### config.mk
export PLATFORM = sky130hd
export DESIGN_NAME = mem_port_arbiter
export DESIGN_NICKNAME = d
export VERILOG_FILES = /design/src/rtl/mem_port_arbiter.sv
export SDC_FILE = /design/constraint.sdc
export NUM_CORES = 1
export LEC_CHECK = 0
export CAP_MARGIN = 0
export CORE_AREA = 4 4 211 213
export CTS_BUF_LIST = sky130_fd_sc_hd__clkbuf_16
export DETAILED_ROUTE_END_ITERATION = 8
export DIE_AREA = 0 0 215 217
export GPL_TIMING_DRIVEN = 0
export PLACE_DENSITY = 0.68
export SLEW_MARGIN = 30
export SYNTH_ARGS = -nofsm -noshare
export SYNTH_HDL_FRONTEND = slang
export SYNTH_SLANG_ARGS = --single-unit
### constraint.sdc
create_clock -name clk -period 2.2 [get_ports clk]
set_input_delay 0.33 -clock clk [delete_from_list [all_inputs] [get_ports clk]]
set_output_delay 0.33 -clock clk [all_outputs]
set_load 0.05 [all_outputs]
### src/rtl/mem_port_arbiter.sv
// -----------------------------------------------------------------------------
// mem_port_arbiter
//
// Shares one unified memory bus port between the fetch stage (instruction
// reads) and the memory stage (loads/stores). Only one bus transaction is
// outstanding at a time. The memory stage normally wins arbitration, but a
// streak counter forces a waiting fetch through after STARVE_LIMIT
// consecutive memory-stage grants. A pipeline redirect (if_flush) squashes a
// fetch that is pending or in flight: the bus transaction still runs to
// completion, but its response is never delivered. Bus errors and bus
// timeouts become per-requester fault responses.
//
// Ports:
//   clk, reset         rising-edge clock, asynchronous active-low reset
//   if_req/if_addr     fetch read request, held until if_gnt
//   if_flush           redirect; blocks/cancels the fetch
//   if_gnt             fetch accepted (combinational, IDLE only)
//   if_rvalid/if_rdata/if_fault   fetch response (1-cycle pulse, data held)
//   mem_req/mem_we/mem_addr/mem_wdata/mem_be   memory-stage request
//   mem_gnt            memory-stage request accepted (combinational)
//   mem_rvalid/mem_rdata/mem_fault load/store completion (rdata 0 on stores)
//   bus_req/bus_we/bus_addr/bus_wdata/bus_be   registered bus request
//   bus_ack/bus_err/bus_rdata                  bus completion
//   busy               transaction outstanding
// -----------------------------------------------------------------------------
module mem_port_arbiter #(
    parameter int AW           = 64,
    parameter int DW           = 64,
    parameter int STARVE_LIMIT = 4,
    parameter int TIMEOUT      = 255
) (
    input  logic            clk,
    input  logic            reset,

    input  logic            if_req,
    input  logic [AW-1:0]   if_addr,
    input  logic            if_flush,
    output logic            if_gnt,
    output logic            if_rvalid,
    output logic [DW-1:0]   if_rdata,
    output logic            if_fault,

    input  logic            mem_req,
    input  logic            mem_we,
    input  logic [AW-1:0]   mem_addr,
    input  logic [DW-1:0]   mem_wdata,
    input  logic [DW/8-1:0] mem_be,
    output logic            mem_gnt,
    output logic            mem_rvalid,
    output logic [DW-1:0]   mem_rdata,
    output logic            mem_fault,

    output logic            bus_req,
    output logic            bus_we,
    output logic [AW-1:0]   bus_addr,
    output logic [DW-1:0]   bus_wdata,
    output logic [DW/8-1:0] bus_be,
    input  logic            bus_ack,
    input  logic            bus_err,
    input  logic [DW-1:0]   bus_rdata,

    output logic            busy
);

    localparam int BW = DW / 8;
    localparam int SW = $clog2(STARVE_LIMIT + 1);
    localparam int TW = $clog2(TIMEOUT + 1);

    typedef enum logic [1:0] {
        IDLE      = 2'd0,
        BUSY_F    = 2'd1,
        BUSY_F_SQ = 2'd2,
        BUSY_M    = 2'd3
    } state_t;

    state_t          state_r;
    logic [SW-1:0]   streak_r;
    logic [TW-1:0]   tcnt_r;

    logic            bus_req_r;
    logic            bus_we_r;
    logic [AW-1:0]   bus_addr_r;
    logic [DW-1:0]   bus_wdata_r;
    logic [BW-1:0]   bus_be_r;
    logic            busy_r;

    logic            if_rvalid_r;
    logic [DW-1:0]   if_rdata_r;
    logic            if_fault_r;
    logic            mem_rvalid_r;
    logic [DW-1:0]   mem_rdata_r;
    logic            mem_fault_r;

    logic            if_gnt_s;
    logic            mem_gnt_s;
    logic            fetch_ok_s;
    logic            starved_s;
    logic            timeout_s;

    // Completion data for the requester: stores return zero.
    function automatic logic [DW-1:0] resp_data(input logic we, input logic [DW-1:0] rdata);
        if (we) begin
            return {DW{1'b0}};
        end else begin
            return rdata;
        end
    endfunction

    assign fetch_ok_s = if_req && !if_flush;
    assign starved_s  = (streak_r == SW'(STARVE_LIMIT));
    // The counter starts at 0 on the first BUSY cycle, so the abort fires in
    // the cycle where it has counted TIMEOUT cycles without an ack.
    assign timeout_s  = (tcnt_r == TW'(TIMEOUT));

    // Grant decision: only in IDLE; memory stage wins unless fetch is starved.
    always_comb begin
        if_gnt_s  = 1'b0;
        mem_gnt_s = 1'b0;
        if (state_r == IDLE) begin
            if (mem_req && fetch_ok_s) begin
                if (starved_s) begin
                    if_gnt_s = 1'b1;
                end else begin
                    mem_gnt_s = 1'b1;
                end
            end else if (mem_req) begin
                mem_gnt_s = 1'b1;
            end else if (fetch_ok_s) begin
                if_gnt_s = 1'b1;
            end else begin
                if_gnt_s  = 1'b0;
                mem_gnt_s = 1'b0;
            end
        end else begin
            if_gnt_s  = 1'b0;
            mem_gnt_s = 1'b0;
        end
    end

    // Starvation streak: counts memory grants that overtook a live fetch.
    always_ff @(posedge clk or negedge reset) begin
        if (!reset) begin
            streak_r <= {SW{1'b0}};
        end else if (!if_req || if_gnt_s) begin
            streak_r <= {SW{1'b0}};
        end else if (mem_gnt_s && !if_flush && !starved_s) begin
            streak_r <= streak_r + SW'(1);
        end else begin
            streak_r <= streak_r;
        end
    end

    // Transaction FSM: latches the bus request, waits for ack/timeout and
    // produces the registered per-requester response pulse.
    always_ff @(posedge clk or negedge reset) begin
        if (!reset) begin
            state_r      <= IDLE;
            tcnt_r       <= {TW{1'b0}};
            bus_req_r    <= 1'b0;
            bus_we_r     <= 1'b0;
            bus_addr_r   <= {AW{1'b0}};
            bus_wdata_r  <= {DW{1'b0}};
            bus_be_r     <= {BW{1'b0}};
            busy_r       <= 1'b0;
            if_rvalid_r  <= 1'b0;
            if_rdata_r   <= {DW{1'b0}};
            if_fault_r   <= 1'b0;
            mem_rvalid_r <= 1'b0;
            mem_rdata_r  <= {DW{1'b0}};
            mem_fault_r  <= 1'b0;
        end else begin
            if_rvalid_r  <= 1'b0;
            mem_rvalid_r <= 1'b0;
            case (state_r)
                IDLE: begin
                    tcnt_r <= {TW{1'b0}};
                    if (mem_gnt_s) begin
                        state_r     <= BUSY_M;
                        bus_req_r   <= 1'b1;
                        busy_r      <= 1'b1;
                        bus_we_r    <= mem_we;
                        bus_addr_r  <= mem_addr;
                        bus_wdata_r <= mem_wdata;
                        bus_be_r    <= mem_be;
                    end else if (if_gnt_s) begin
                        state_r     <= BUSY_F;
                        bus_req_r   <= 1'b1;
                        busy_r      <= 1'b1;
                        bus_we_r    <= 1'b0;
                        bus_addr_r  <= if_addr;
                        bus_wdata_r <= {DW{1'b0}};
                        bus_be_r    <= {BW{1'b1}};
                    end else begin
                        // Stray bus_ack here is deliberately ignored.
                        state_r   <= IDLE;
                        bus_req_r <= 1'b0;
                        busy_r    <= 1'b0;
                    end
                end

                BUSY_F: begin
                    if (bus_ack || timeout_s) begin
                        state_r   <= IDLE;
                        bus_req_r <= 1'b0;
                        busy_r    <= 1'b0;
                        // A redirect in the completing cycle still squashes.
                        if (!if_flush) begin
                            if_rvalid_r <= 1'b1;
                            if (bus_ack) begin
                                if_rdata_r <= bus_rdata;
                                if_fault_r <= bus_err;
                            end else begin
                                if_rdata_r <= {DW{1'b0}};
                                if_fault_r <= 1'b1;
                            end
                        end else begin
                            if_rvalid_r <= 1'b0;
                        end
                    end else begin
                        tcnt_r  <= tcnt_r + TW'(1);
                        state_r <= if_flush ? BUSY_F_SQ : BUSY_F;
                    end
                end

                BUSY_F_SQ: begin
                    // Let the bus finish, but drop the response.
                    if (bus_ack || timeout_s) begin
                        state_r   <= IDLE;
                        bus_req_r <= 1'b0;
                        busy_r    <= 1'b0;
                    end else begin
                        tcnt_r  <= tcnt_r + TW'(1);
                        state_r <= BUSY_F_SQ;
                    end
                end

                BUSY_M: begin
                    if (bus_ack) begin
                        state_r      <= IDLE;
                        bus_req_r    <= 1'b0;
                        busy_r       <= 1'b0;
                        mem_rvalid_r <= 1'b1;
                        mem_rdata_r  <= resp_data(bus_we_r, bus_rdata);
                        mem_fault_r  <= bus_err;
                    end else if (timeout_s) begin
                        state_r      <= IDLE;
                        bus_req_r    <= 1'b0;
                        busy_r       <= 1'b0;
                        mem_rvalid_r <= 1'b1;
                        mem_rdata_r  <= {DW{1'b0}};
                        mem_fault_r  <= 1'b1;
                    end else begin
                        tcnt_r  <= tcnt_r + TW'(1);
                        state_r <= BUSY_M;
                    end
                end

                default: begin
                    state_r   <= IDLE;
                    bus_req_r <= 1'b0;
                    busy_r    <= 1'b0;
                end
            endcase
        end
    end

    assign if_gnt     = if_gnt_s;
    assign mem_gnt    = mem_gnt_s;
    assign if_rvalid  = if_rvalid_r;
    assign if_rdata   = if_rdata_r;
    assign if_fault   = if_fault_r;
    assign mem_rvalid = mem_rvalid_r;
    assign mem_rdata  = mem_rdata_r;
    assign mem_fault  = mem_fault_r;
    assign bus_req    = bus_req_r;
    assign bus_we     = bus_we_r;
    assign bus_addr   = bus_addr_r;
    assign bus_wdata  = bus_wdata_r;
    assign bus_be     = bus_be_r;
    assign busy       = busy_r;

endmodule

==> reports/metrics.yaml <==
synthTopCellsByArea: "dfrtp_1 (60%), a32o_1 (5.5%), a22o_1 (4.9%), nand4b_1 (4.8%), nand2_1 (4.3%)"
routabilityCongestion: 0.8691
fin_skew_ns: 0.01712
crit_fanout: 4
rows: 76
ys_ff_latch: 283
finalMaxSlewViolations: 0
critPathLaunchType: "flip-flop"
grt_pass1_vias: 11540
synth.distinct_cells: 50
fin_crit_ns: 2.200
crit_chain: "inv_2 > ha_4 > nand2_4 > a31o_1 > buf_8 > inv_8 > buf_12 > buf_12"
r2r_slack_ns: 0.13
p_per_area_nw_per_um2: 1786
critPathLaunch: "state_r[1]$_DFF_PN0_"
setup_viol: 0
timing.final.crit_share_pct: 99.98
top_usage_layer: "met2"
fin_area_sq_um: 19170
grtUsageMet1_pct: 22.54
final_hold_viol_count: 0
leakage_uw: 0.008112
io_buffers: 543
num_vias: 10960
crit_path_max_incr_delay_ns: 0.39
grt_usage_pct: 19.65
status: "complete, no violations"
cts_buffers: 35
die_area_sq_um: 46660
crit_path_frequent_cell: "buf_12"
start_util_pct: 27.43
worstSetupPathType: "reg2out"
seq_area_frac_synth_pct: 60.48
ys.flop_type: "dfrtp_1"
finalPower_uw: 34240
first_pass_iters: 5
rsz0062_at_grt: "yes"
slew_headroom_pct: 48.89
peakVddDrop_uv: 1214
r2r-end: "if_rdata[47]$_DFFE_PN0P_"
cts.path.max_buffers: 3
drt_wl_total_mm: 47.87
clock_sinks: 283
syn_inst: 1051
dieHeight_um: 217
clk_pin_slew_ns: 0.06
synth_top_cell_by_area: "dfrtp_1"
critPathCaptureType: "output pin"
layout-drive-gt1-share_pct: 7.554
ys_warn_count: 0
hold_path_class: "in2async"
synth-edff-count: 0
stdcell_count: 2218
place_hpwl_mm: 36.64
tritoncts: "built"
clk_latency_ns: 0.53
dpl_cell_area_sq_um: 17920
die_w_um: 215
worstMarginPinSlew_ns: 0.7697
crit_slowest_cell: "dfrtp_1"
place_inst: 2143
gr-total-overflow: 0
h-tree-depth: 2
ant_nets: 0
syn_to_final_growth_pct: 63.75
drt_iter0_drc: 683
antenna_found_initial: 5
core_sq_um: 42700
wl_per_cell_um: 21.58
syn_area_sq_um: 11710
grt_pass1_wl_mm: 71.35
boundaryPins: 545
gr-usage-met2_pct: 33.95
grt_max_degree: 82
cts_root_buf: "clkbuf_16"
reg2reg_depth: 8
syn-num-nets: 1330
grtUsageMet3_pct: 7.163
ys_async_sr_fraction_pct: 100.0
netlist.area_leader.share_pct: 60.48
nets: 1924
reg2reg_from: "state_r[1]$_DFF_PN0_"
drc_errors: 0
maxCapViolCount: 0
critical_path_required_ns: 1.87
syn_avg_cell_area_sq_um: 11.14
arrival_ns: 1.87
timing.fmax_mhz: 454.6
vias_per_cell: 4.940
==> per-layer routing <==
layer | vias to the layer above | wire length [um]
met5 | - | 0
li1 | 4961 | -
met1 | 5392 | 18390
met3 | 80 | 4294
met4 | 0 | 1651
met2 | 524 | 23530
==> power by group <==
part	leakage, uW	switching, uW	total [uW]	internal [uW]
sequential	0.00345	1440	9040	7590
combinational	0.00412	13000	19700	6670
clock	0.000546	2270	5530	3260
==> stage by stage <==
| step | worst slack, ns | hold slack (ns) | util (%) | setup TNS, ns |
|---|---|---|---|---|
| after floorplan | 0.1788 | 0.03441 | - | 0 |
| after global placement | -11.65 | 0.4729 | 41.76 | -3325.49 |
| after detailed placement | -1.010 | 0.3213 | 41.96 | -45.34 |
| after CTS | -0.1280 | 0.3215 | 44.86 | -0.1280 |
| after global routing | -0.1042 | 0.3361 | 44.91 | -0.5499 |
| final | 0.0004337 | 0.3584 | 44.91 | 0 |
==> Yosys cell counts, types with 2 or more instances <==
cell / number
o211ai_1: 3
mux2i_1: 2
nand3_1: 5
a211o_1: 2
nor2b_1: 3
buf_6: 13
a31oi_1: 63
and2_1: 3
nand3b_1: 3
o21ai_0: 65
nand2_1: 133
nand4b_1: 64
dfrtp_1: 283
a2111oi_0: 2
a22o_1: 65
a2bb2oi_1: 2
o31ai_1: 2
clkbuf_1: 62
a32o_1: 64
buf_2: 16
nand2b_1: 2
buf_4: 9
inv_1: 70
nor2_1: 71
o22a_1: 8
or3_1: 2
a21oi_1: 3
ha_1: 7
nand4_1: 2
and3b_1: 2
==> cell families after synthesis <==
kind of cell / count (synthesis) / synth area share [%]
xor+xnor: 2 / 0.1496
buf+inv: 172 / 6.838
simple gates: 297 / 13.00
fa+ha+maj: 7 / 0.7479
compound gates: 286 / 18.42
flops: 283 / 60.48
mux: 4 / 0.3633
==> registers in the layout (all words and copies together) (netlist names), 2 cells and up <==
register and flops:
bus_addr 64, bus_be 8, bus_wdata 64, if_rdata 64
mem_rdata 64, state_r 2, streak_r 3, tcnt_r 8
==> cell usage in the layout, fill, tap and decap left out, types with 8 or more instances in the layout <==
cell             count
o22a_1               8
nand4b_1            64
clkbuf_1            48
nor2_1              71
dfrtp_1            283
clkbuf_2            14
a31oi_1             63
a22o_1              65
o21ai_0             65
a32o_1              64
buf_2               12
buf_4               22
clkdlybuf4s50_1    533
nand2_1            132
clkinv_1             8
inv_1               72
clkbuf_16           35
buf_6               13
==> what timing repair did <==
| item | 4_1_cts | 5_1_grt |
|---|---|---|
| endpoints found under the hold margin | 63 | 0 |
| setup endpoints to repair | 49 | 56 |
| buffers inserted | 11 | 1 |
| hold buffers | 1 | 0 |
| pin swaps | 1 | 0 |
| resized for setup | 45 | 13 |
==> critical path: cells and delay by family (launching register included) <==
| kind | cells | cell delay, ns |
|---|---|---|
| buffers and inverters | 5 | 0.50 |
| adder cells (fa/ha/maj) | 1 | 0.19 |
| AND/OR/NAND/NOR | 1 | 0.06 |
| AO/OA/AOI/OAI | 1 | 0.20 |
| flip-flops | 1 | 0.39 |
==> area by class of cell <==
cell class	instances	area (sq um)
inverter	71	274.0
clock buffer	35	875.8
fill	4011	23520
tap	546	683.2
clock inverter	25	206.4
timing repair buffer	559	5629
buffer	99	566.8
antenna	4	10.01
sequential	283	7082
multi-input combinational	596	3847
==> worst max path at each step <==
stage | end | slack (ns) | cells past startpoint
6_report | mem_gnt | 0.0004 | 8
5_1_grt | mem_gnt | -0.10 | 8
4_1_cts | mem_gnt | -0.13 | 9
3_5_place_dp | mem_gnt | -1.01 | 7
3_3_place_gp | bus_addr[29]$_DFFE_PN0P_ | -11.65 | 1
2_1_floorplan | streak_r[0]$_DFFE_PN0P_ | 0.18 | 7
No activity file was read; power rests on OpenSTA's default activity.
==> patch, RTL diff (config.mk and constraints unchanged) <==
Re-encode `state_t` (4 states) as one-hot, 4 bits wide.
--- a/src/rtl/mem_port_arbiter.sv
+++ b/src/rtl/mem_port_arbiter.sv
@@ -67,9 +67,9 @@
     localparam int TW = $clog2(TIMEOUT + 1);
 
-    typedef enum logic [1:0] {
-        IDLE      = 2'd0,
-        BUSY_F    = 2'd1,
-        BUSY_F_SQ = 2'd2,
-        BUSY_M    = 2'd3
+    typedef enum logic [3:0] {
+        IDLE      = 4'b0001,
+        BUSY_F    = 4'b0010,
+        BUSY_F_SQ = 4'b0100,
+        BUSY_M    = 4'b1000
     } state_t;
 
Check against the original RTL: no difference found for any inputs over 4 cycles, from zero or initial values and one cycle with reset low; so few cycles prove little.
==> patch against the original RTL <==
Synthesized area about the same; total power decreased by 2.9%; sequential cell count increased by 2; worst setup slack got worse by 0.15 ns; the run now ends with setup timing left; utilization increased by 0.76 points; cell area increased by 1.7%; synthesized cell count decreased by 5.5%; hold slack got worse by 0.064 ns; wire length increased by 4.5%.
==> patch: results (changes against the original RTL) <==
stage;metric;value;unit;change
outcome;outcome;finished, violations left;;was complete, no violations
outcome;failing checks;setup timing;;
worst_setup_path;CP max stage delay;0.54;ns;was 0.39 ns
layout;fill count;4034;;was 4,011
place;DP Area;17900;µm²;about the same
route;drt pass-1 iters;5;;unchanged
grt;initial antenna violation count;16;;was 5
timing;final setup fails;8;;was 0
hold_path;worst hold path cell count;3;;
hold_path;worst hold path class;in -> reg;;was in -> async
synthesis;top cells by count, synth;dfrtp_1, nand2_1, o21ai_0, a22o_1, mux2i_1;;was dfrtp_1, nand2_1, nor2_1, inv_1
grt;vias in the first global route;11700;;was 11,500
route;initial drt markers;850;;was 683
worst_setup_path;CP max stage cell;dfstp_2;;was dfrtp_1
place;placed instance count;2085;;was 2,143
clock_network;CTS Buffer Depth;3;;unchanged
place;Buffers on Ports;543;;unchanged
worst_setup_path;largest fanout on the critical path;3;;was 4
synthesis;Yosys warning total;0;;unchanged
clock_network;TritonCTS Buffers;35;;unchanged
worst_setup_path;Worst R2R Path Depth;8;;unchanged
worst_setup_path;WP data arrival;2.02;ns;was 1.87 ns
synthesis;syn_nets;1268;;was 1,330
place;HPWL after DPL;38.2;mm;was 36.6 mm
clock_network;htree depth;2;;unchanged
clock_network;root buf cell;clkbuf_16;;unchanged
synthesis;sequential area share after synthesis;61.0;%;was 60.5%
power_and_ir_drop;Worst IR Drop VDD;1180;µV;was 1210 µV
power_and_ir_drop;LEAKAGE;8.55;nW;was 8.11 nW
timing;Worst-Margin Slew;0.819;ns;was 0.770 ns
place;routability cong.;0.869;;about the same
grt;first-pass GRT wire length;73.8;mm;was 71.4 mm
layout;share of cells above drive strength 1;10.4;%;was 7.55%
route;wire length per cell;23.1;µm;was 21.6 µm
synthesis;Async SR Flop Fraction;100;%;unchanged
route;Total Wirelength;50.0;mm;was 47.9 mm
clock_network;clock slew at reported path FFs;0.06;ns;about the same
timing;setup slack after layout;-0.148;ns;was 0.000434 ns
synthesis;synth top area cells;dfrtp_1, o21ai_0, mux2i_1, a32o_1, a22o_1;;was dfrtp_1, a32o_1, a22o_1, nand4b_1, nand2_1
route;detailed-route via count;10900;;was 11,000
timing;Setup Skew;0.0158;ns;was 0.0171 ns
clock_network;Skew-Pair Late Insertion Delay;0.53;ns;about the same
worst_setup_path;Top delay family on crit path;simple AND/OR/NAND/NOR gates;;was buffers and inverters
grt;GRT Residual Overflow;0;;unchanged
layout;Nets;1874;;was 1,924
synthesis;Post-Syn Area per Cell;11.8;µm²;was 11.1 µm²
synthesis;Netlist cell types;47;;was 50
grt;All-Layer GR Usage;20.5;%;was 19.6%
grt;largest net degree at the start of global routing;87;;was 82
-- patch: cell count changes in the layout (fill, tap and decap cells not counted), sizes merged, moves of 57 or more --
cell    before  now
a31oi       63    5
nand4b      64    0
inv         79   22
nor2        71    9
o21ai       66  133
mux2i        2   65
o31ai        2   64
-- patch: through the flow --
stage	util (%)	setup TNS [ns]	setup WS, ns
global placement	41.7	-3474.47	-11.68
CTS	45.0	-4.07	-0.206
global route	45.7	-8.63	-0.238
finish	45.7	-0.291	-0.148
floorplan	-	0	0.0487
detailed placement	41.9	-162.54	-1.33
-- patch: kinds of logic (layout without fill, tap and decap cells) --
group / count (synthesis) / in the layout / share of synthesized area, %
buffers and inverters: 108 / 737 / 4.18
muxes: 66 / 66 / 5.66
xor gates and xnor gates: 2 / 2 / 0.150
adders and majority gates: 3 / 3 / 0.321
other: 0 / 3 / 0
DFF: 285 / 285 / 61.0
and+or+nand+nor: 168 / 168 / 6.26
AOI/OAI and AO/OA: 361 / 361 / 22.5
-- patch: per-layer routing --
layer	routed length, µm	vias up	global-route usage (%)
met3	4110	101	6.77
li1	-	4892	-
met1	18600	5452	22.8
met5	35	-	0
met2	25900	462	37.4
met4	1420	6	6.42
-- patch: final timing paths --
check	startpoint	to	slack (ns)
max reg2reg	state_r[0]$_DFF_PN1_	if_rdata[62]$_DFFE_PN0P_	-0.01
min in group asynchronous	reset	if_rdata[16]$_DFFE_PN0P_	0.34
min reg2reg	bus_addr[29]$_DFFE_PN0P_	bus_addr[29]$_DFFE_PN0P_	0.47
max in group asynchronous	reset	bus_wdata[26]$_DFFE_PN0P_	0.70
max	state_r[0]$_DFF_PN1_	if_gnt	-0.15
min	bus_ack	mem_fault$_DFFE_PN0P_	0.29
-- patch: tightest hold or removal path: stages --
cell and delay, ns:
clkbuf_1 0.15, inv_1 0.14, o32a_1 0.16
-- patch: power breakdown --
| part | switching (mW) | total [mW] | internal [mW] |
|---|---|---|---|
| Sequential | 1.37 | 8.90 | 7.52 |
| Combinational | 12.4 | 18.8 | 6.42 |
| Clock | 2.29 | 5.53 | 3.24 |
-- patch: repair_timing --
item / CTS / global route
resized for setup: 60 / 81
pin swaps: 5 / 5
buffers inserted: 13 / 10
hold endpoints to repair: 54 / 0
gates cloned: 0 / 1
endpoints found under the setup margin: 215 / 164
hold buffers: 1 / 0
-- patch: final cells by class --
class | instances | area share (%)
Antenna cell | 3 | 0.0385
Buffer | 94 | 2.85
Clock buffer | 35 | 4.49
Clock inverter | 25 | 1.00
Inverter | 12 | 0.231
Multi-Input combinational cell | 600 | 21.8
Sequential cell | 285 | 36.6
Tap cell | 546 | 3.50
Timing Repair Buffer | 571 | 29.4
